`src/rtl/ahb_sramc_param.sv`:
```
// ahb_sramc_param: AHB-lite slave over BANKS single-port SRAMs.
// Zero-wait writes via a one-entry buffer; optional read wait states.
module ahb_sramc_param #(
  parameter int DATA_W      = 32,
  parameter int DEPTH       = 2048,
  parameter int BANKS       = 4,
  parameter int WAIT_STATES = 0
) (
  input  logic                       hclk,
  input  logic                       hreset_n,
  input  logic                       hsel,
  input  logic [31:0]                haddr,
  input  logic [1:0]                 htrans,
  input  logic                       hwrite,
  input  logic [2:0]                 hsize,
  input  logic [DATA_W-1:0]          hwdata,
  input  logic                       hready,
  output logic [DATA_W-1:0]          hrdata,
  output logic                       hready_resp,
  output logic                       hresp,
  output logic [BANKS-1:0]           sram_csn,
  output logic                       sram_wen,
  output logic [DATA_W/8-1:0]        sram_bwen,
  output logic [$clog2(DEPTH)-1:0]   sram_addr,
  output logic [DATA_W-1:0]          sram_wdata,
  input  logic [BANKS*DATA_W-1:0]    sram_rdata
);

  localparam int NB     = DATA_W / 8;
  localparam int LANE_W = $clog2(NB);
  localparam int WORD_W = $clog2(DEPTH);
  localparam int BANK_W = (BANKS > 1) ? $clog2(BANKS) : 1;
  localparam longint unsigned MEM_BYTES =
    longint'(BANKS) * longint'(DEPTH) * longint'(NB);
  localparam logic [1:0] WS_M1 =
    2'((WAIT_STATES > 0) ? WAIT_STATES - 1 : 0);

  typedef enum logic [2:0] {
    IDLE, RDATA, RWAIT, WDATA, ERR1, ERR2
  } state_t;

  state_t state, state_d;
  logic [1:0] wcnt, wcnt_d;

  logic [BANK_W-1:0] a_bank;
  logic [WORD_W-1:0] a_word;
  logic [LANE_W-1:0] a_lane;
  logic [NB-1:0]     a_be;
  logic [6:0]        a_mask;
  logic              a_err;
  logic              ready_st;
  logic              acc;
  logic              launch;

  logic              rd_first;
  logic [BANK_W-1:0] rd_bank;
  logic [WORD_W-1:0] rd_word;
  logic [DATA_W-1:0] rdata_q;
  logic [DATA_W-1:0] rd_merged;
  logic [DATA_W-1:0] bank_q [BANKS];

  logic [BANK_W-1:0] w_bank;
  logic [WORD_W-1:0] w_word;
  logic [NB-1:0]     w_bwen;
  logic              buf_valid;
  logic [DATA_W-1:0] buf_data;
  logic              hit;
  logic              commit_dir;
  logic              commit_buf;

  logic unused_ok;
  assign unused_ok = htrans[0];

  assign a_lane = haddr[LANE_W-1:0];
  assign a_word = haddr[LANE_W +: WORD_W];
  assign a_bank = (BANKS > 1) ?
    haddr[LANE_W+WORD_W +: BANK_W] : '0;
  assign a_mask = 7'((8'd1 << hsize) - 8'd1);

  assign a_err = (64'(haddr) >= MEM_BYTES)
    || (int'(hsize) > LANE_W)
    || (|(haddr[6:0] & a_mask));

  always_comb begin
    a_be = '0;
    for (int i = 0; i < NB; i++)
      a_be[i] = (i >= int'(a_lane))
        && (i < int'(a_lane) + (1 << hsize));
  end

  assign ready_st = (state == IDLE) || (state == RDATA)
    || (state == WDATA) || (state == ERR2);
  assign acc = hreset_n && ready_st && hsel
    && hready && htrans[1];
  assign launch = acc && !a_err && !hwrite;

  assign hready_resp = ready_st;
  assign hresp = (state == ERR1) || (state == ERR2);

  always_comb begin
    state_d = state;
    wcnt_d  = wcnt;
    unique case (state)
      RWAIT: begin
        if (wcnt == 2'd0) state_d = RDATA;
        else wcnt_d = wcnt - 2'd1;
      end
      ERR1: state_d = ERR2;
      default: begin
        state_d = IDLE;
        if (acc) begin
          if (a_err) state_d = ERR1;
          else if (hwrite) state_d = WDATA;
          else if (WAIT_STATES > 0) begin
            state_d = RWAIT;
            wcnt_d  = WS_M1;
          end else state_d = RDATA;
        end
      end
    endcase
  end

  for (genvar k = 0; k < BANKS; k++) begin : g_bank
    assign bank_q[k] = sram_rdata[k*DATA_W +: DATA_W];
  end

  // Buffered bytes override stale SRAM bytes on a hit
  assign hit = buf_valid && (w_bank == rd_bank)
    && (w_word == rd_word);

  always_comb begin
    rd_merged = bank_q[rd_bank];
    for (int i = 0; i < NB; i++)
      if (hit && !w_bwen[i])
        rd_merged[8*i +: 8] = buf_data[8*i +: 8];
  end

  always_comb begin
    hrdata = '0;
    if (state == RDATA || state == RWAIT)
      hrdata = rd_first ? rd_merged : rdata_q;
  end

  assign commit_dir = (state == WDATA) && !launch;
  assign commit_buf = buf_valid && !launch;

  always_comb begin
    sram_csn   = '1;
    sram_wen   = 1'b1;
    sram_bwen  = '1;
    sram_addr  = '0;
    sram_wdata = '0;
    unique case (1'b1)
      launch: begin
        sram_csn[a_bank] = 1'b0;
        sram_addr        = a_word;
      end
      commit_dir, commit_buf: begin
        sram_csn[w_bank] = 1'b0;
        sram_wen         = 1'b0;
        sram_bwen        = w_bwen;
        sram_addr        = w_word;
        sram_wdata       = commit_dir ? hwdata : buf_data;
      end
      default: ;
    endcase
  end

  always_ff @(posedge hclk or negedge hreset_n) begin
    if (!hreset_n) begin
      state     <= IDLE;
      wcnt      <= '0;
      rd_first  <= 1'b0;
      rd_bank   <= '0;
      rd_word   <= '0;
      rdata_q   <= '0;
      w_bank    <= '0;
      w_word    <= '0;
      w_bwen    <= '1;
      buf_valid <= 1'b0;
      buf_data  <= '0;
    end else begin
      state    <= state_d;
      wcnt     <= wcnt_d;
      rd_first <= launch;
      if (launch) begin
        rd_bank <= a_bank;
        rd_word <= a_word;
      end
      if (rd_first) rdata_q <= rd_merged;
      if (acc && !a_err && hwrite) begin
        w_bank <= a_bank;
        w_word <= a_word;
        w_bwen <= ~a_be;
      end
      if (state == WDATA && launch) begin
        buf_valid <= 1'b1;
        buf_data  <= hwdata;
      end else if (commit_buf) begin
        buf_valid <= 1'b0;
      end
    end
  end

endmodule

```
`config.mk`:
```
export PLATFORM = sky130hd
export DESIGN_NAME = ahb_sramc_param
export DESIGN_NICKNAME = d
export VERILOG_FILES = /design/src/rtl/ahb_sramc_param.sv
export SDC_FILE = /design/constraint.sdc
export NUM_CORES = 1
export LEC_CHECK = 0
export BUFFER_PORTS_ARGS = -buffer_cell sky130_fd_sc_hd__buf_4
export CAP_MARGIN = 20
export CELL_PAD_IN_SITES_DETAIL_PLACEMENT = 0
export CELL_PAD_IN_SITES_GLOBAL_PLACEMENT = 1
export CORE_MARGIN = 2
export CORE_UTILIZATION = 35
export DETAILED_ROUTE_END_ITERATION = 10
export HOLD_SLACK_MARGIN = 0.12
export PLACE_DENSITY_LB_ADDON = 0.2
export REMOVE_ABC_BUFFERS = 1
export SYNTH_ARGS = -nofsm -noshare
export SYNTH_HDL_FRONTEND = slang
export SYNTH_SLANG_ARGS = --single-unit
```
`constraint.sdc`:
```
create_clock -name hclk -period 4.65 [get_ports hclk]
set_clock_uncertainty 0.05 [all_clocks]
set_input_delay 0.93 -clock hclk [delete_from_list [all_inputs] [get_ports hclk]]
set_output_delay 0.93 -clock hclk [all_outputs]
set_load 0.01 [all_outputs]
```
==> results.json, run 1 <==
{
  "grt_pass1_wl_um": 34760,
  "grt_usage_pct": 22.18,
  "place_congestion": 0.7866,
  "worst_setup_path_start_kind": "primary input",
  "grt_antenna_before_repair": 1,
  "cts.clk_slew.worst_paths_ps": 70,
  "ys_ff_latch": 101,
  "ys.flop_type": "dfrtp_1",
  "synth_top_area_cell": "dfrtp_1",
  "dieArea_sq_um": 20160,
  "avgSynthCellArea_sq_um": 9.535,
  "synth.distinct_cells": 42,
  "p_per_area_nw_per_um2": 245.5,
  "cp_max_fo": 10,
  "place_area_sq_um": 9014,
  "top_layer": "met4",
  "rows": 50,
  "synth_top_area_share_pct": 36.42,
  "drive_gt1_share_pct": 40.13,
  "routedWlPerCell_um": 18.98,
  "r2r_slack_ps": 1950,
  "drtIter0Drc": 201,
  "synth_enable_flop_cells": 0,
  "dr_total_vias": 6454,
  "cts-root-buf": "clkbuf_16",
  "wirelength_um": 22630,
  "status": "finished clean",
  "setup_viol": 0,
  "synth_cells": 699,
  "fin_crit_ps": 4436,
  "synth-warning-count": 0,
  "tightest_slew_ps": 1005,
  "cts.sinks": 101,
  "grt_setup_unrepaired": "false",
  "wl_met2_um": 11100,
  "yosys-top-cells-area": "dfrtp_1, mux4_2, a21oi_1",
  "finalCritPeriodShare_pct": 95.39,
  "cts_resized": 0,
  "ant_nets": 0,
  "grt_pass1_vias": 6366,
  "cts_buffers": 9,
  "clkLatencyLatePin_ps": 360,
  "hold_viol_final": 0,
  "syn_area_sq_um": 6665,
  "area_growth_pct": 39.83,
  "cts_tree": "built",
  "layout.nets": 1159,
  "grt_max_degree": 65,
  "h-tree-depth": 3,
  "io_pins": 288,
  "first_pass_iters": 5,
  "die_w_um": 142.0,
  "dp_hpwl_um": 15540,
  "final_cells": 1192,
  "drcViolationCount": 0,
  "drv_cap": 0,
  "postCtsHoldBufs": 0,
  "report.final.slew_viol_count": 0,
  "coreArea_sq_um": 18710,
  "die_y_um": 142.0,
  "post_cts_buffers": 0,
  "async_reset_ff_share_pct": 100.0,
  "start_util_pct": 35.63,
  "wl_met1_um": 9803,
  "vias_per_cell": 5.414,
  "ys_seq_area_share_pct": 38.00,
  "p_leak_nw": 4.183,
  "end_kind": "output pin",
  "clk_path_buf_depth": 2,
  "clock.fmax_ghz": 0.2254,
  "ir_drop_v": 0.0001567,
  "maxSlewHeadroom_pct": 33.00,
  "required_ps": 3670,
  "hold_path.class": "flip-flop to flip-flop",
  "port_buffers": 286,
  "grt_overflow": 0,
  "dp.cells": 1175,
  "finish.instance_area_sq_um": 9320,
  "route.met3.wl_um": 1287,
  "crit_type": "primary input to output pin",
  "crit_arrival_ps": 3460
}
## kinds of logic (layout without fill, tap and decap cells)
group                      count (synthesis)  after routing  share of synthesized area (%)
other                                      0              1                              0
DFF                                      101            101                          38.00
xor gates and xnor gates                  11             11                          1.445
and+or+nand+nor                          153            153                          10.93
buffers and inverters                    112            370                          7.096
AOI/OAI and AO/OA                        229            229                          21.23
adders and majority gates                  5              5                          1.051
muxes                                     88             88                          20.26
## flip-flops by register name, summed over array words and instances, names as in the netlist, 2 cells and up
| signal | cells |
|---|---|
| rdata_q | 32 |
| buf_data | 32 |
| w_word | 11 |
| rd_word | 11 |
| w_bank | 2 |
| wcnt | 2 |
| state | 3 |
| w_bwen | 4 |
| rd_bank | 2 |
## per-stage QoR
step           power [mW]  setup TNS, ps  hold WS (ps)  util (%)  setup slack [ps]
4_1_cts             2.326              0         429.8     49.81             178.5
3_3_place_gp        1.539              0         413.7     48.13             224.8
6_report            2.288              0         432.0     49.83             214.3
3_5_place_dp        1.541              0         415.2     48.19             196.5
5_1_grt             2.412              0         459.2     49.81             47.37
2_1_floorplan       1.134         -64200         396.5         -             -1153
## cell type report
cell class,count,area [sq um]
inverter,52,195.2
fill,1799,9385
tap,234,292.8
clock buffer,9,225.2
antenna,1,2.502
timing repair buffer,302,2308
clock inverter,7,78.83
multi-input combinational,486,3681
sequential,101,2536
## synth_stat cells, drive strengths merged (2+ instances only)
cell      n
o22ai     2
o41a     32
o21ai    72
xnor2     7
nand2b    4
mux4     32
a22o     11
buf      19
dfstp     4
nor4b     2
nor3      2
nand2    49
inv      52
clkbuf   41
mux2     55
a21oi   102
nor4      8
nand3    37
or3       2
nor2     42
ha        4
nand4     3
xor2      4
a31oi     5
dfrtp    97
## path summary, 6_finish.rpt
check | start | end | cells past startpoint
worst max-delay path | hsize[1] | sram_addr[1] | 10
worst min-delay path | wcnt[0] | wcnt[0] | 1
worst max register to register | state[1] | buf_data[1] | 7
worst min register to register | wcnt[0] | wcnt[0] | 1
max in group asynchronous | hreset_n | rd_first | 3
min in group asynchronous | hreset_n | rdata_q[19] | 2
## report_power, final
| part | internal (mW) | total [mW] | switching (mW) | leakage (nW) |
|---|---|---|---|---|
| clock network | 0.384 | 0.773 | 0.389 | 0.148 |
| registers | 0.884 | 0.897 | 0.0126 | 1.21 |
| logic | 0.323 | 0.619 | 0.295 | 2.83 |
| total | 1.59 | 2.29 | 0.697 | 4.18 |
## critical path, cell delays in order
cell	delay (ps)
buf_4	130
or3_1	390
ha_1	190
nor3_1	130
nand4_1	290
nor4_4	550
nor2_1	290
buf_6	210
a22o_1	190
buf_4	140
## cell usage in the layout, fill, tap and decap left out, types with 2 or more instances in the layout
cell       instances
xnor2_1            7
inv_6              3
o22ai_1            2
clkinv_8           2
clkbuf_16          9
a31oi_1            5
a22o_1            11
buf_4            298
inv_1             52
xor2_1             4
nor4_1             5
nor4_4             2
mux2_2            20
buf_12             3
nand4_1            3
mux2_1            35
nor2_1            41
dfrtp_1           94
dfrtp_2            3
o41a_1            32
nor4b_1            2
or3_1              2
dfstp_2            4
o21ai_0           72
nor3_1             2
ha_1               4
a21oi_1          101
mux4_2            32
nand2_1           48
nand3_1           37
nand2b_1           4
## routing by layer
| metal | up-vias | global-route usage, % |
|---|---|---|
| li1 | 3072 | - |
| met1 | 3164 | 28.57 |
| met2 | 189 | 37.91 |
| met3 | 29 | 4.778 |
| met5 | - | 0 |
| met4 | 0 | 5.842 |
(Power assumes the default switching activity.)
==> inputs of run 2 (changes only) <==
--- a/config.mk
+++ b/config.mk
@@ -5,12 +5,13 @@
 export SDC_FILE = /design/constraint.sdc
 export NUM_CORES = 1
 export LEC_CHECK = 0
+export ABC_AREA = 1
 export BUFFER_PORTS_ARGS = -buffer_cell sky130_fd_sc_hd__buf_4
 export CAP_MARGIN = 20
 export CELL_PAD_IN_SITES_DETAIL_PLACEMENT = 0
 export CELL_PAD_IN_SITES_GLOBAL_PLACEMENT = 1
 export CORE_MARGIN = 2
-export CORE_UTILIZATION = 35
+export CORE_UTILIZATION = 33
 export DETAILED_ROUTE_END_ITERATION = 10
 export HOLD_SLACK_MARGIN = 0.12
 export PLACE_DENSITY_LB_ADDON = 0.2
==> run 2 against run 1 <==
Net effect:
- synthesized cell count grew 35%
- highest routed layer unchanged
- hold slack lost 7.8 ps
- first-iteration DRC count grew 98%
- sequential power shrank 0.7%
- routed wire length grew 3.3%
- clock power grew 22%
- cell count grew 23%
- synthesized area shrank 0.19%
- power grew 6.5%
- utilization shrank 2.5 points
==> results.json, run 2 <==
{
  "grt_usage_pct": 21.41,
  "max_stage_delay_ps": 400,
  "cp_cell_sequence": "buf_4 -> nor2_1 -> inv_1 -> nor2_1 -> inv_1 -> ha_1 -> nor3_1 -> nor2b_1 -> nand3_1 -> nor2_4 -> nand2_4 -> inv_2 -> nand3_1 -> o21ai_0 -> inv_1 -> buf_4",
  "vias_per_cell": 4.977,
  "fin_tns_setup_ps": 0,
  "maxSlewHeadroom_pct": 33.57,
  "drive_gt1_share_pct": 28.63,
  "die_w_um": 146.0,
  "n_antenna_cell": 0,
  "clk_path_buf_depth": 2,
  "synth_top_area_share_pct": 36.49,
  "clock.fmax_ghz": 0.2378,
  "cts.sinks": 101,
  "end_kind": "output pin",
  "yosys.cell_count.top_type": "nand2_1",
  "ys_seq_area_share_pct": 38.07,
  "synth_compound_area_share_pct": 22.63,
  "final_common_cell": "nand2_1",
  "ys_ff_latch": 101,
  "dieArea_sq_um": 21310,
  "grt_pass1_wl_um": 36710,
  "synth.mux.area_fraction_pct": 0,
  "rows": 51,
  "cp_slowest_cell": "inv_2",
  "hold_slack_ps": 424.2,
  "wirelength_um": 23370,
  "hold_viol_final": 0,
  "postCtsHoldBufs": 0,
  "finalCritPeriodShare_pct": 90.45,
  "drcViolationCount": 0,
  "p_per_area_nw_per_um2": 262.1,
  "cp_top_family": "simple AND/OR/NAND/NOR gates",
  "crit_arrival_ps": 3230,
  "clkLatencyLatePin_ps": 350,
  "start_util_pct": 33.85,
  "post_cts_buffers": 0,
  "synthXorXnorAreaFrac_pct": 0.2633,
  "status": "finished clean",
  "r2r_slack_ps": 1980,
  "synth_top_area_cell": "dfrtp_1",
  "grt_max_degree": 65,
  "fin_crit_ps": 4206,
  "cts_buffers": 9,
  "ys.flop_type": "dfrtp_1",
  "cts_resized": 0,
  "yosys-top-cells-area": "dfrtp_1, nand2_1, a21oi_1",
  "setup_viol": 0,
  "synth.distinct_cells": 32,
  "hold_path.class": "flip-flop to flip-flop",
  "port_buffers": 286,
  "cts-root-buf": "clkbuf_16",
  "p_leak_nw": 4.688,
  "synth_enable_flop_cells": 0,
  "report.final.slew_viol_count": 0,
  "dp_hpwl_um": 16840,
  "mostFrequentLayoutCells": "nand2_1, buf_4, a21oi_1",
  "cp_max_fo": 26,
  "cts_tree": "built",
  "top_regs": "buf_data (32), rdata_q (32)",
  "yosys.area_share.simple_pct": 27.52,
  "place_congestion": 0.7715,
  "synthTopCellsByCount": "nand2_1, a21oi_1, dfrtp_1",
  "cp_common_cell": "inv_1",
  "critPathBufInv": 6,
  "grt_setup_unrepaired": "false",
  "async_reset_ff_share_pct": 100.0,
  "grt_overflow": 0,
  "die_y_um": 146.0,
  "first_pass_iters": 5,
  "layout.nets": 1400,
  "coreArea_sq_um": 19650,
  "n_fill_cell": 2061,
  "dr_total_vias": 7282,
  "drv_cap": 0,
  "io_pins": 288,
  "routedWlPerCell_um": 15.98,
  "ant_nets": 0,
  "tightest_slew_ps": 996.4,
  "crit_type": "primary input to output pin",
  "required_ps": 3670,
  "worst_setup_path_start_kind": "primary input",
  "cts.clk_slew.worst_paths_ps": 70,
  "grt_antenna_before_repair": 0,
  "h-tree-depth": 3,
  "area_growth_pct": 39.80,
  "synth_top_family_by_area": "simple AND/OR/NAND/NOR gates",
  "ir_drop_v": 0.0001946,
  "synthAdderAreaFrac_pct": 1.053,
  "synth_cells": 944,
  "grt_pass1_vias": 6692,
  "syn_area_sq_um": 6653,
  "drtIter0Drc": 398,
  "avgSynthCellArea_sq_um": 7.047,
  "synth-warning-count": 0
}
[run 2: final timing paths]
kind / startpoint / to / depth (start not counted)
worst max-delay path: hsize[1] / sram_csn[0] / 16
worst min-delay path: wcnt[0] / wcnt[0] / 1
worst max register to register: state[1] / buf_data[12] / 9
worst min register to register: wcnt[0] / wcnt[0] / 1
max in group asynchronous: hreset_n / rd_bank[0] / 3
min in group asynchronous: hreset_n / w_word[10] / 2
[run 2: layout make-up]
class | count | area, sq um | area share [%]
clock buffers | 9 | 225.2 | 2.422
clock inverters | 7 | 145.1 | 1.561
inverters | 92 | 346.6 | 3.727
flip-flops and latches | 101 | 2535 | 27.26
repair buffers | 303 | 2275 | 24.46
well taps | 265 | 331.6 | 3.565
multi-input cells | 686 | 3442 | 37.01
[run 2: cells by family after synthesis]
kind of cell               Yosys count
AOI/OAI and AO/OA                  251
xor gates and xnor gates             2
and+or+nand+nor                    428
adders and majority gates            5
DFF                                101
buffers and inverters              157
[run 2: report_power, final]
group	switching (mW)	total [mW]	leakage, nW	internal [mW]
logic	0.298	0.607	3.56	0.308
registers	0.00623	0.891	0.948	0.885
clock network	0.355	0.940	0.177	0.585
total	0.660	2.44	4.69	1.78
[run 2: per-stage QoR]
| step | util [%] | setup WS, ps | cells | total power, mW | instance area, sq um |
|---|---|---|---|---|---|
| after CTS | 47.32 | 388.9 | 1463 | 2.468 | 9300 |
| after global routing | 47.32 | 81.41 | 1463 | 2.538 | 9300 |
| final | 47.32 | 444.2 | 1463 | 2.437 | 9300 |
| after global placement | 45.44 | 444.5 | 1447 | 1.524 | 8930 |
| after floorplan | - | 795.1 | 879 | 1.113 | 6302 |
| after detailed placement | 45.44 | 395.8 | 1447 | 1.524 | 8930 |
[run 2: metal layers]
metal,share of wire (%),up-vias,track usage (%)
li1,-,3675,-
met1,46,3365,29.09
met2,47,225,35.42
met3,6.2,17,4.389
met4,1.2,0,4.466
met5,0,-,0
